<file path="config.mk">
export PLATFORM = sky130hd
export DESIGN_NAME = neuron_mac_seq
export DESIGN_NICKNAME = d
export VERILOG_FILES = /design/src/rtl/neuron_pkg.sv /design/src/rtl/neuron_lane_mac.sv /design/src/rtl/neuron_mac_seq.sv
export SDC_FILE = /design/constraint.sdc
export NUM_CORES = 1
export LEC_CHECK = 0
export CAP_MARGIN = 20
export CORE_MARGIN = 1.5
export CORE_UTILIZATION = 50
export CTS_CLUSTER_SIZE = 8
export DETAILED_ROUTE_END_ITERATION = 16
export HOLD_SLACK_MARGIN = 0.12
export MAX_ROUTING_LAYER = met4
export PLACE_DENSITY_LB_ADDON = 0.12
export SETUP_SLACK_MARGIN = 0.1
export SLEW_MARGIN = 20
export SYNTH_ARGS = -nofsm -noshare
export SYNTH_HDL_FRONTEND = slang
export SYNTH_SLANG_ARGS = --single-unit
</file>
<file path="constraint.sdc">
create_clock -name clk -period 18.5 [get_ports clk]
set_clock_uncertainty 0.2 [all_clocks]
set_input_delay 3.7 -clock clk [delete_from_list [all_inputs] [get_ports clk]]
set_output_delay 3.7 -clock clk [all_outputs]
set_load 0.02 [all_outputs]
</file>
<file path="src/rtl/neuron_pkg.sv">
// Shared types and saturation helper for the neuron datapath blocks.
package neuron_pkg;

  typedef enum logic [1:0] {
    ACT_LINEAR = 2'b00,
    ACT_RELU   = 2'b01,
    ACT_LEAKY  = 2'b10,
    ACT_CLIP   = 2'b11
  } act_mode_e;

  typedef enum logic [1:0] {IDLE, BUSY, ACT, DONE} state_e;

  localparam int SAT_W = 64;

  function automatic logic signed [SAT_W-1:0] sat_signed(input logic signed [SAT_W-1:0] value,
                                                         input int width);
    logic signed [SAT_W-1:0] hi;
    logic signed [SAT_W-1:0] lo;
    hi = (64'sd1 <<< (width - 1)) - 64'sd1;
    lo = -(64'sd1 <<< (width - 1));
    if (value > hi) return hi;
    if (value < lo) return lo;
    return value;
  endfunction

endpackage

</file>
<file path="src/rtl/neuron_lane_mac.sv">
// One beat of the neuron dot product: LANES signed multiplies summed; lanes past the last input read zero.
module neuron_lane_mac #(
  parameter int DATA_WIDTH   = 8,
  parameter int NEURON_BITS  = 8,
  parameter int NEURON_WIDTH = 4,
  parameter int LANES        = 2,
  parameter int BEATS        = 2,
  parameter int BEAT_W       = 1,
  parameter int ACC_W        = 20
) (
  input  logic [NEURON_WIDTH-1:0][DATA_WIDTH-1:0]  w,
  input  logic [NEURON_WIDTH-1:0][NEURON_BITS-1:0] x,
  input  logic [BEAT_W-1:0]                        beat,
  output logic signed [ACC_W-1:0]                  beat_sum
);

  logic [BEATS-1:0][LANES-1:0][DATA_WIDTH-1:0]  w_pad;
  logic [BEATS-1:0][LANES-1:0][NEURON_BITS-1:0] x_pad;

  for (genvar b = 0; b < BEATS; b++) begin : g_beat
    for (genvar l = 0; l < LANES; l++) begin : g_lane
      if (b * LANES + l < NEURON_WIDTH) begin : g_live
        assign w_pad[b][l] = w[b*LANES+l];
        assign x_pad[b][l] = x[b*LANES+l];
      end else begin : g_pad
        assign w_pad[b][l] = '0;
        assign x_pad[b][l] = '0;
      end
    end
  end

  always_comb begin
    beat_sum = '0;
    for (int l = 0; l < LANES; l++) begin
      beat_sum = beat_sum + ACC_W'($signed(w_pad[beat][l])) * ACC_W'($signed(x_pad[beat][l]));
    end
  end

endmodule

</file>
<file path="src/rtl/neuron_mac_seq.sv">
// Time-multiplexed neuron: act(bias + sum w*x) over BEATS cycles, result after BEATS+1 cycles.
// Single operand set in flight; in_ready only in IDLE, result held until out_ready.
module neuron_mac_seq
  import neuron_pkg::*;
#(
  parameter int DATA_WIDTH   = 8,
  parameter int NEURON_BITS  = 8,
  parameter int NEURON_WIDTH = 4,
  parameter int LANES        = 2,
  parameter int B_BITS       = 16,
  parameter int OUT_BITS     = 16,
  parameter int CLIP_MAX     = 127
) (
  input  logic                                     clk,
  input  logic                                     rst_n,
  input  logic                                     in_valid,
  output logic                                     in_ready,
  input  logic [1:0]                               act_mode,
  input  logic [NEURON_WIDTH-1:0][DATA_WIDTH-1:0]  weights,
  input  logic [NEURON_WIDTH-1:0][NEURON_BITS-1:0] data_in,
  input  logic signed [B_BITS-1:0]                 bias,
  output logic                                     out_valid,
  input  logic                                     out_ready,
  output logic signed [OUT_BITS-1:0]               neuron_out,
  output logic                                     sat_flag
);

  localparam int BEATS  = (NEURON_WIDTH + LANES - 1) / LANES;
  localparam int BEAT_W = (BEATS > 1) ? $clog2(BEATS) : 1;
  localparam int PROD_W = DATA_WIDTH + NEURON_BITS + $clog2(NEURON_WIDTH + 1);
  localparam int ACC_W  = ((PROD_W > B_BITS) ? PROD_W : B_BITS) + 1;
  localparam logic signed [ACC_W-1:0] CLIP_LIM = ACC_W'(CLIP_MAX);

  state_e                                   state_q, state_d;
  logic [BEAT_W-1:0]                        beat_q, beat_d;
  logic signed [ACC_W-1:0]                  acc_q, acc_d;
  logic [NEURON_WIDTH-1:0][DATA_WIDTH-1:0]  w_q, w_d;
  logic [NEURON_WIDTH-1:0][NEURON_BITS-1:0] x_q, x_d;
  act_mode_e                                mode_q, mode_d;
  logic                                     out_valid_q, out_valid_d;
  logic signed [OUT_BITS-1:0]               neuron_out_q, neuron_out_d;
  logic                                     sat_q, sat_d;

  logic signed [ACC_W-1:0] beat_sum;
  logic signed [ACC_W-1:0] act_val;
  logic signed [SAT_W-1:0] act_ext;
  logic signed [SAT_W-1:0] clamped;

  neuron_lane_mac #(
    .DATA_WIDTH  (DATA_WIDTH),
    .NEURON_BITS (NEURON_BITS),
    .NEURON_WIDTH(NEURON_WIDTH),
    .LANES       (LANES),
    .BEATS       (BEATS),
    .BEAT_W      (BEAT_W),
    .ACC_W       (ACC_W)
  ) u_lane_mac (
    .w       (w_q),
    .x       (x_q),
    .beat    (beat_q),
    .beat_sum(beat_sum)
  );

  // Activation first, then the OUT_BITS clamp; only the latter raises sat_flag.
  always_comb begin
    act_val = acc_q;
    unique case (mode_q)
      ACT_RELU:  if (acc_q < 0) act_val = '0;
      ACT_LEAKY: if (acc_q < 0) act_val = acc_q >>> 3;
      ACT_CLIP: begin
        if (acc_q < 0) act_val = '0;
        else if (acc_q > CLIP_LIM) act_val = CLIP_LIM;
      end
      default: act_val = acc_q;
    endcase
    act_ext = SAT_W'(act_val);
    clamped = sat_signed(act_ext, OUT_BITS);
  end

  always_comb begin
    state_d      = state_q;
    beat_d       = beat_q;
    acc_d        = acc_q;
    w_d          = w_q;
    x_d          = x_q;
    mode_d       = mode_q;
    out_valid_d  = out_valid_q;
    neuron_out_d = neuron_out_q;
    sat_d        = sat_q;
    unique case (state_q)
      IDLE: begin
        if (in_valid) begin
          state_d = BUSY;
          w_d     = weights;
          x_d     = data_in;
          mode_d  = act_mode_e'(act_mode);
          acc_d   = ACC_W'(bias);
          beat_d  = '0;
        end
      end
      BUSY: begin
        acc_d = acc_q + beat_sum;
        if (beat_q == BEAT_W'(BEATS - 1)) state_d = ACT;
        else beat_d = beat_q + BEAT_W'(1);
      end
      ACT: begin
        neuron_out_d = OUT_BITS'(clamped);
        sat_d        = (clamped != act_ext);
        out_valid_d  = 1'b1;
        state_d      = DONE;
      end
      DONE: begin
        if (out_ready) begin
          out_valid_d = 1'b0;
          state_d     = IDLE;
        end
      end
      default: state_d = IDLE;
    endcase
  end

  always_ff @(posedge clk or negedge rst_n) begin
    if (!rst_n) begin
      state_q      <= IDLE;
      beat_q       <= '0;
      acc_q        <= '0;
      w_q          <= '0;
      x_q          <= '0;
      mode_q       <= ACT_LINEAR;
      out_valid_q  <= 1'b0;
      neuron_out_q <= '0;
      sat_q        <= 1'b0;
    end else begin
      state_q      <= state_d;
      beat_q       <= beat_d;
      acc_q        <= acc_d;
      w_q          <= w_d;
      x_q          <= x_d;
      mode_q       <= mode_d;
      out_valid_q  <= out_valid_d;
      neuron_out_q <= neuron_out_d;
      sat_q        <= sat_d;
    end
  end

  assign in_ready   = (state_q == IDLE);
  assign out_valid  = out_valid_q;
  assign neuron_out = neuron_out_q;
  assign sat_flag   = sat_q;

endmodule
</file>
==> results.txt, run 1 <==
The core region is 21900 µm². The max-slew violation total from the final report is 0. For the floorplan die area, the log shows 23300 µm². Adding up every negative setup slack in the final design gives 0 ns.

The number of failing hold endpoints at the final stage came out at 0. Data arrives at the worst endpoint at 8.16 ns. Measured along the x axis, the die boundary spans 153 µm.

The kind of capture point of the worst setup path was a flop. Worst setup path category: reg2reg. After filler insertion, the fill cell instance count of the layout stands at 1964.

Leaving out fill and tap cells, the most frequent cell in the layout is sky130_fd_sc_hd__inv_1. The HPWL after detailed placement is 19.4 mm. The tools report the start point of the critical path as beat_q$_DFFE_PN0P_. The floorplan die height is 153 µm. The number of gates resized after CTS was 0.

The tools report the sum of routed wire length over all layers as 23.5 mm. The maximum number of pins on one net before global-route repair came out at 72. TritonCTS built the clock tree. STA puts the critical path data required time at 18.54 ns.

Cell with the largest stage delay on the worst path: sky130_fd_sc_hd__dfrtp_4. No sink is reached through more buffers than the 2 on the longest clock path. The initial antenna violation count was 0. The run finished with clean final reports. The area used by multi-input combinational logic was 7470 µm²; the average via count per standard cell was 5.19.

The logs give 0.36 ns for the latest clock arrival within the worst-skew pair and 0 for the warning count from the yosys run. The sequential cell area fraction in the yosys report is 23.9%, and the weighted congestion reported at the end of routability-driven placement is 0.911. The tools report the number of rows in the core area as 54. Number of global-route vias before repair: 8246.

Setup repair after global routing left no endpoint under its margin. The tools report the final antenna-violating net count as 0. The cell sitting at the root of the clock tree is a sky130_fd_sc_hd__clkbuf_16. The largest driver fanout on the critical path is 42. Compared with the post-synthesis result, the final layout area differs by 14.3%. The number of nets in the synthesized netlist is 1460. The via count was 7975; the number of nets in the layout was 1550. The launch point of the worst hold path is neuron_out[14]$_DFFE_PN0P_.

The async set-or-reset flop fraction in the synthesized netlist is 100%. The distinct cell type count after synthesis was 64. In the layout the commonest cells are sky130_fd_sc_hd__inv_1, sky130_fd_sc_hd__fa_1, sky130_fd_sc_hd__nor2_1.

In this run, CTS created clock tree buffers numbering 9. The detailed router finished its first iteration with 298 violations. Counting cells, the worst reg-to-reg path comes to 28. The worst hold path depth is 1. The run gives 0 as the post-CTS setup buffer count. The layout cell share with drive strength beyond 1 was 9.62%; the share of the clock period used by the worst path was 43.9%. In this design, the stage delay of the slowest critical-path cell is 0.92 ns. The logs give 51.1% for the initial core utilization and 107 for the clock sink count.

The startpoint kind of the worst setup timing path was a flop. The maximum level of the CTS H-tree was 3. The count of maximum capacitance violations was 0; the post-synthesis cell area was 11200 µm². In the global route stage, overall resource usage came out at 22.1%. Highest clock frequency the design can meet: 123 MHz. Setup violations remaining at the end of the flow were counted as 0. The number of hold buffers added after CTS was 0.

Number of port buffers: 104. The synthesized design contains 0 enable-type register cells. Clock-pin slew was measured on the worst setup and hold paths at 0.08 ns. The most used flip-flop cell after synthesis is sky130_fd_sc_hd__dfrtp_1. In the final routed layout, each cell accounts on average for 15.3 µm. The first global-routing pass estimated 40.5 mm of wire.

Number of synthesized register bits: 107. The worst hold path belongs to the class reg2reg. The repair_antennas step left the layout with diodes totalling 0. For this design the top-level I/O count stands at 105. The worst path in the final design needs a cycle of 8.12 ns, including I/O delays and setup. Number of instances in the synthesized netlist: 1163. The overflow left after global routing is 0, and the worst slew slack as a fraction of its limit is 35.4%.

Sequential cell area: 2680 µm². A synthesized cell averages 9.62 µm². The tools report the iteration count of the initial detailed-routing pass as 5. The startpoint of the worst register-to-register path was beat_q$_DFFE_PN0P_. For the pin with the worst max-slew slack, the measured transition is 0.969 ns.

For this run, design rule violations remaining after detail routing come to 0.
## critical path, delay by kind of cell (launching register included)
kind,cells,cell delay [ns]
buffers and inverters,5,0.23
adders and majority gates,7,3.24
xor gates and xnor gates,2,0.31
and+or+nand+nor,3,0.37
DFF,1,0.92
AOI/OAI and AO/OA,10,1.89
muxes,1,0.79
## layer usage
metal | part of all wire, % | GRT usage, % | routed length (µm)
met5 | 0 | - | 0
met4 | 1.1 | 4.95 | 262
met3 | 3.6 | 2.45 | 834
met2 | 46 | 35.5 | 10900
met1 | 49 | 30.5 | 11500
## Yosys cell counts, drive strengths merged (2+ instances only)
master / n / area, µm²
clkbuf: 17 / 63.8
o41ai: 2 / 25.0
nor4: 2 / 18.8
and2: 2 / 12.5
ha: 81 / 1010
nand2: 50 / 188
a21oi: 49 / 245
nand3: 7 / 35.0
a31oi: 6 / 37.5
o21a: 2 / 15.0
mux2i: 38 / 380
dfrtp: 107 / 2680
nor2b: 12 / 75.1
mux2: 75 / 845
and3: 3 / 18.8
xor2: 17 / 149
xnor2: 33 / 308
o21ai: 34 / 174
buf: 10 / 41.3
o211ai: 2 / 15.0
nor3: 7 / 35.0
nor2: 125 / 469
a21boi: 2 / 15.0
inv: 250 / 938
a211oi: 3 / 27.5
a21o: 11 / 83.8
o31a: 3 / 27.5
nand4: 3 / 18.8
o21bai: 7 / 52.6
a22oi: 6 / 45.0
a211o: 2 / 17.5
o22ai: 8 / 50.1
or2: 16 / 100
fa: 130 / 2600
or3: 3 / 18.8
nand2b: 7 / 43.8
o22a: 15 / 131
## registers in the layout (all words and copies together), names as in the netlist
register,flops
sat_flag,1
w_q,32
out_valid,1
x_q,32
acc_q,20
state_q,2
mode_q,2
beat_q,1
neuron_out,16
## path summary, 6_finish.rpt
check / end / slack [ns]
worst max-delay path: acc_q[19]$_DFFE_PN0P_ / 10.38
worst min-delay path: neuron_out[14]$_DFFE_PN0P_ / 0.30
worst max register to register: acc_q[19]$_DFFE_PN0P_ / 10.38
worst min register to register: neuron_out[14]$_DFFE_PN0P_ / 0.30
max in group asynchronous: w_q[22]$_DFFE_PN0P_ / 13.75
min in group asynchronous: neuron_out[5]$_DFFE_PN0P_ / 3.13
## through the flow
stage | hold WS [ns] | std cells | worst slack, ns | utilization [%] | cell area (µm²)
finish | 0.298 | 1538 | 10.38 | 58.4 | 12800
global route | 0.316 | 1538 | 9.91 | 58.4 | 12800
CTS | 0.305 | 1538 | 10.37 | 58.4 | 12800
detailed placement | 0.286 | 1522 | 10.37 | 57.1 | 12500
global placement | 0.280 | 1522 | 10.16 | 57.1 | 12500
floorplan | 0.272 | 1163 | 10.93 | - | 11200
## cell type report
cell class | count | area share (%)
flip-flops and latches | 107 | 21.0
well taps | 280 | 2.74
multi-input cells | 779 | 58.5
repair buffers | 106 | 8.24
clock buffers | 10 | 1.79
inverters | 250 | 7.34
clock inverters | 6 | 0.450
## kinds of logic after synthesis
logic type / share of synthesized area (%)
compound gates: 9.63
xor+xnor: 4.29
fa+ha+maj: 32.3
buf+inv: 9.33
flops: 23.9
mux: 11.0
simple gates: 9.52
Power of run 1 is not shown: default switching activity piles up to over one toggle a cycle in this logic, so the estimate is an artifact.
==> run 2: changes to the inputs <==
==> constraint.sdc (replaced) <==
create_clock -name clk -period 7.6 [get_ports clk]
set_clock_uncertainty 0.2 [all_clocks]
set_input_delay 1.52 -clock clk [delete_from_list [all_inputs] [get_ports clk]]
set_output_delay 1.52 -clock clk [all_outputs]
set_load 0.02 [all_outputs]
==> results.txt, run 2 (synthesis gave the netlist of run 1 again) <==
The highest clock frequency the design can meet was 138 MHz. Leaving out fill and tap cells, the most frequent cells in the layout are sky130_fd_sc_hd__inv_1, sky130_fd_sc_hd__fa_1, sky130_fd_sc_hd__nor2_1. The run finished with clean final reports. At the end of routability-driven placement, the weighted congestion stood at 0.876.

For the worst slack at placement, the log shows 0.112 ns. TritonCTS built the clock tree. From synthesis to final layout, the design area changed by 21.0%.

The design area came out at 13500 µm². The startpoint kind of the worst setup timing path was a flop. The tools report the startpoint of the worst register-to-register path as beat_q$_DFFE_PN0P_. The shortest clock period the worst path allows after layout works out to 7.24 ns. The largest registers in the layout are w_q: 32 flops, x_q: 32 flops, acc_q: 20 flops.

The count of buffers added on input and output ports is 104. Dividing the final minimum period by the clock period gives 95.3%. The kind of path behind the tightest hold check is reg2reg.

The endpoint of the lowest-slack register-to-register path was acc_q[19]$_DFFE_PN0P_. The repair_antennas step left the layout with diodes totalling 0. The setup TNS after final layout came out at 0 ns. The logs give 105 for the number of placed I/O pins and 284 for the number of design-rule violations left by the first detailed-router iteration.

In this run the most critical hold path is launched from neuron_out[3]$_DFFE_PN0P_. For this configuration, the core starts out at a cell density of 51.1%. The number of nets in the layout came out at 1604. The average wire length per cell after detail routing works out to 15.4 µm. The wire length of the first global-routing pass was 41.4 mm; the worst path buffer plus inverter count was 7. Data on the critical path arrives at its endpoint at 7.28 ns.

Setup repair after global routing left no endpoint under its margin. The end of the worst hold path is neuron_out[3]$_DFFE_PN0P_. Once detailed placement completed, the half-perimeter wirelength came to 19.8 mm.

The slew at the pin closest to its max-slew limit came out at 0.992 ns. Count of maximum capacitance violations: 0. The largest driver fanout on the critical path is 8.

The worst setup path is captured at a flop. For the floorplan die area, the log shows 23300 µm². The run gives 8283 as the via count. The clock passes through at most 2 buffers. The cell count of the worst reg-to-reg path is 31.

Setup violations remaining at the end of the flow were counted as 0. The tree is rooted in a sky130_fd_sc_hd__clkbuf_16. The tools report the instance area at placement as 12800 µm². Data on the critical path is required at its endpoint by 7.64 ns. The worst hold path depth was 1; the core utilization of the finished layout was 61.8%.

The cell family contributing the most delay on the critical path is adder cells. The tools report the internal reg-to-reg setup slack as 0.36 ns. Number of failing hold endpoints at the final stage: 0. The tools report the number of rows in the core area as 54. For the initial antenna violation count, the log shows 0.

The run gives 0.359 ns as the final worst setup slack. The library cell used most frequently in the layout, excluding fill and tap cells, is sky130_fd_sc_hd__inv_1. The delay of the slowest cell on the worst path is 0.55 ns, and the floorplan die height is 153 µm. For the worst-skew pair, the clock arrives at the later sink with an insertion delay of 0.36 ns. For this block, the routed nets add up to 24.5 mm of wire. Summed over all layers, the global routing overflow is 0.

In this run the remaining antenna-violating nets after routing total 0. The iteration count of the initial detailed-routing pass is 5, and the average via count per standard cell is 5.20. After clock tree synthesis, the clock-pin slew on the worst setup and hold paths is 0.07 ns. The logs give 72 for the maximum number of pins on one net before global-route repair and 3 for the maximum level of the CTS H-tree. Clock tree synthesis found a total of 107 sinks. The worst setup path category is reg2reg.

For this design, the CTS-stage hold fixing added 0 buffers. The layout cell share with drive strength beyond 1 works out to 16.8%. The die width was 153 µm. The worst pin sits at a relative slew slack of 33.9%. The tools report the number of DRC violations after detailed routing as 0.

For this design, the slowest cell found on the critical path is sky130_fd_sc_hd__fa_1. Number of global-route vias before repair: 8529. The tools report the aggregate global-route resource usage as 22.5%. The max-slew violation total from the final report is 0. TritonCTS created 9 clock buffers. The total core area is 21900 µm².
## run 2: changes by cell type in the layout (fill, tap and decap cells not counted), moves of 6 or more
cell | before | now
sky130_fd_sc_hd__mux2i_1 | 38 | 31
sky130_fd_sc_hd__buf_4 | 3 | 50
sky130_fd_sc_hd__ha_4 | 0 | 6
sky130_fd_sc_hd__a21oi_1 | 49 | 40
sky130_fd_sc_hd__a21oi_2 | 0 | 9
sky130_fd_sc_hd__ha_1 | 81 | 74
## run 2: what timing repair did
item	4_1_cts	5_1_grt
pin swaps	0	22
hold endpoints to repair	0	0
gates resized for setup	1	58
buffers inserted	0	19
endpoints found under the setup margin	1	6
cloned	0	2
## run 2: per-stage QoR
stage | hold WS, ns | cells
after floorplan | 0.272 | 1163
after global placement | 0.280 | 1555
after detailed placement | 0.287 | 1555
after CTS | 0.304 | 1571
after global routing | 0.322 | 1592
final | 0.298 | 1592
## run 2: layout make-up
class,count,area (µm²)
Fill cell,1892,8360
Multi-Input combinational cell,779,7720
Sequential cell,107,2680
Timing Repair Buffer,160,1530
Inverter,250,938
Tap cell,280,350
Clock buffer,10,239
Clock inverter,6,67.6
## run 2: how the worst max path moves through the flow
stage	depth (start not counted)	startpoint	slack (ns)	endpoint
after CTS	31	beat_q$_DFFE_PN0P_	0.15	acc_q[19]$_DFFE_PN0P_
after global routing	31	beat_q$_DFFE_PN0P_	0.05	acc_q[19]$_DFFE_PN0P_
final	31	beat_q$_DFFE_PN0P_	0.36	acc_q[19]$_DFFE_PN0P_
after floorplan	30	beat_q$_DFFE_PN0P_	0.20	acc_q[19]$_DFFE_PN0P_
after detailed placement	29	beat_q$_DFFE_PN0P_	0.11	acc_q[19]$_DFFE_PN0P_
after global placement	28	beat_q$_DFFE_PN0P_	0.26	acc_q[18]$_DFFE_PN0P_
## run 2: layer usage
metal | track usage, % | vias up | wire length, µm
li1 | - | 4006 | -
met1 | 30.7 | 4075 | 11700
met2 | 36.1 | 177 | 11600
met3 | 2.36 | 25 | 755
met4 | 6.09 | 0 | 460
met5 | - | - | 0
Power of run 2 is left out for the same reason.
==> run 3: changes to the inputs <==
--- a/config.mk
+++ b/config.mk
@@ -6,6 +6,7 @@
 export NUM_CORES = 1
 export LEC_CHECK = 0
 export CAP_MARGIN = 20
+export CORE_ASPECT_RATIO = 0.9
 export CORE_MARGIN = 1.5
 export CORE_UTILIZATION = 50
 export CTS_CLUSTER_SIZE = 8
@@ -13,7 +14,6 @@
 export HOLD_SLACK_MARGIN = 0.12
 export MAX_ROUTING_LAYER = met4
 export PLACE_DENSITY_LB_ADDON = 0.12
-export SETUP_SLACK_MARGIN = 0.1
 export SLEW_MARGIN = 20
 export SYNTH_ARGS = -nofsm -noshare
 export SYNTH_HDL_FRONTEND = slang
==> results.txt, run 3 (synthesis gave the netlist of run 1 again) <==
The run finished with clean final reports. The total half-perimeter wirelength after legalization and detailed placement was 20.1 mm; the total core area was 21800 µm². Row generation in the floorplan step produced 51 rows. The maximum level of the CTS H-tree is 3. The aggregate global-route resource usage came out at 23.4%.

Number of failing hold endpoints at the final stage: 0. The cell class contributing the biggest share of worst-path delay is adder cells. The worst pin sits at a relative slew slack of 42.1%.

The top cell types in the final layout, fill and taps aside, are sky130_fd_sc_hd__inv_1, sky130_fd_sc_hd__fa_1, sky130_fd_sc_hd__nor2_1. The logs give 8524 for the number of global-route vias before repair and 0 for the number of setup violations in the final report. Adding up every negative setup slack in the final design gives 0 ns. Relative to the synthesized area, the layout overhead comes to 17.6%. The average via count per standard cell was 5.16. The congestion estimate from routability-driven global placement came to 0.878.

Max-cap violations in this run came to 0. The highest clock frequency the design can meet came out at 138 MHz. Data arrives at the worst endpoint at 7.27 ns. Number of DRC violations after detailed routing: 0. The min-delay analysis places its worst path in the category reg2reg.

For the number of buffers inserted during clock tree synthesis, the log shows 9. In this run the remaining antenna-violating nets after routing total 0. In this run the vertical extent of the chip is 145 µm. The detailed router finished its first iteration with 409 violations.

STA classifies the critical path endpoint as a flop. Max-slew violation total from the final report: 0. The iteration count of the initial detailed-routing pass came out at 6.

The number of port buffers came out at 104. 105 I/O pins were placed. The net count of the finished layout is 1581. The overflow left after global routing was 0. The root buffer cell chosen for the clock tree is sky130_fd_sc_hd__clkbuf_16. The run gives 23300 µm² as the floorplan die area. Data on the critical path is required at its endpoint by 7.63 ns. The worst path uses 95.2% of the clock period.

Clock-pin slew was measured on the worst setup and hold paths at 0.08 ns. Measured along the x axis, the die boundary spans 161 µm. After layout, the minimum clock period comes to 7.23 ns. For this block, the routed nets add up to 24.2 mm of wire. The startpoint kind of the worst setup timing path was a flop. In the final routed layout, each cell accounts on average for 15.3 µm.

The clock sink count was 107. TritonCTS built the clock tree. The post-route netlist has 12.9% of its cells at a drive strength greater than 1. The worst setup path category is reg2reg. The first global-routing pass estimated 41.9 mm of wire. The slew at the pin closest to its max-slew limit is 0.868 ns, and the delay of the slowest cell on the worst path is 0.62 ns. The initial antenna violation count was 0. The repair_antennas step left the layout with diodes totalling 0. The worst path buffer plus inverter count works out to 7. Among all stages on the critical path, the largest delay is contributed by sky130_fd_sc_hd__fa_1. For the via count, the log shows 8149.

In the final layout, the registers with the most flip-flops are w_q: 32 flops, x_q: 32 flops, acc_q: 20 flops. Initial core utilization: 51.4%. At the later pin of the worst-skew pair, clock insertion delay measures 0.36 ns. Entering global routing, the biggest net connects 66 pins. The tools report the number of hold buffers added after cts as 0. The library cell used most frequently in the layout, excluding fill and tap cells, is sky130_fd_sc_hd__inv_1. By instance count, the cell type seen most on the critical path is sky130_fd_sc_hd__fa_1. The clock passes through at most 2 buffers. Setup repair after global routing left no endpoint under its margin. In this run the worst path has a maximum fanout of 14.
run 3: cell types whose count changed in the layout (fill, tap and decap cells not counted), sizes merged:
cell and delta:
buf -21, clkbuf -2
run 3: layer usage:
metal  vias up  wire length (µm)  GRT usage, %  share of wire [%]
met4         0               257          4.57                1.1
li1       3947                 -             -                  -
met2       178             11100          37.9                 46
met5         -                 0             -                  0
met3        17              1020          2.68                4.2
met1      4007             11900          32.3                 49
run 3: final cells by class:
cell class	count	area, µm²
flip-flops and latches	107	2680
fillers	1900	8610
multi-input cells	779	7550
well taps	291	364
clock buffers	10	239
repair buffers	137	1310
inverters	250	938
clock inverters	6	67.6
run 3: stage by stage:
step | instances | util (%) | hold WS (ns) | instance area, µm² | setup slack (ns)
after global routing | 1580 | 60.4 | 0.323 | 13100 | 0.00966
final | 1580 | 60.4 | 0.298 | 13100 | 0.366
after floorplan | 1163 | - | 0.272 | 11200 | 0.0316
after global placement | 1563 | 58.6 | 0.278 | 12700 | 0.0921
after CTS | 1579 | 60.0 | 0.306 | 13100 | 0.00851
after detailed placement | 1563 | 58.6 | 0.287 | 12700 | 0.0476
run 3: worst paths after layout:
| path | from | endpoint | slack, ns | cells after the start |
|---|---|---|---|---|
| max | beat_q$_DFFE_PN0P_ | acc_q[18]$_DFFE_PN0P_ | 0.37 | 27 |
| min in group asynchronous | rst_n | acc_q[0]$_DFFE_PN0P_ | 0.94 | 1 |
| max reg2reg | beat_q$_DFFE_PN0P_ | acc_q[18]$_DFFE_PN0P_ | 0.37 | 27 |
| min reg2reg | neuron_out[14]$_DFFE_PN0P_ | neuron_out[14]$_DFFE_PN0P_ | 0.30 | 1 |
| max in group asynchronous | rst_n | beat_q$_DFFE_PN0P_ | 4.97 | 2 |
| min | neuron_out[14]$_DFFE_PN0P_ | neuron_out[14]$_DFFE_PN0P_ | 0.30 | 1 |
run 3: what timing repair did:
action	4_1_cts	5_1_grt
buffers inserted	0	1
setup endpoints to repair	0	6
resized for setup	0	17
hold endpoints to repair	0	0
Power of run 3 is left out for the same reason.
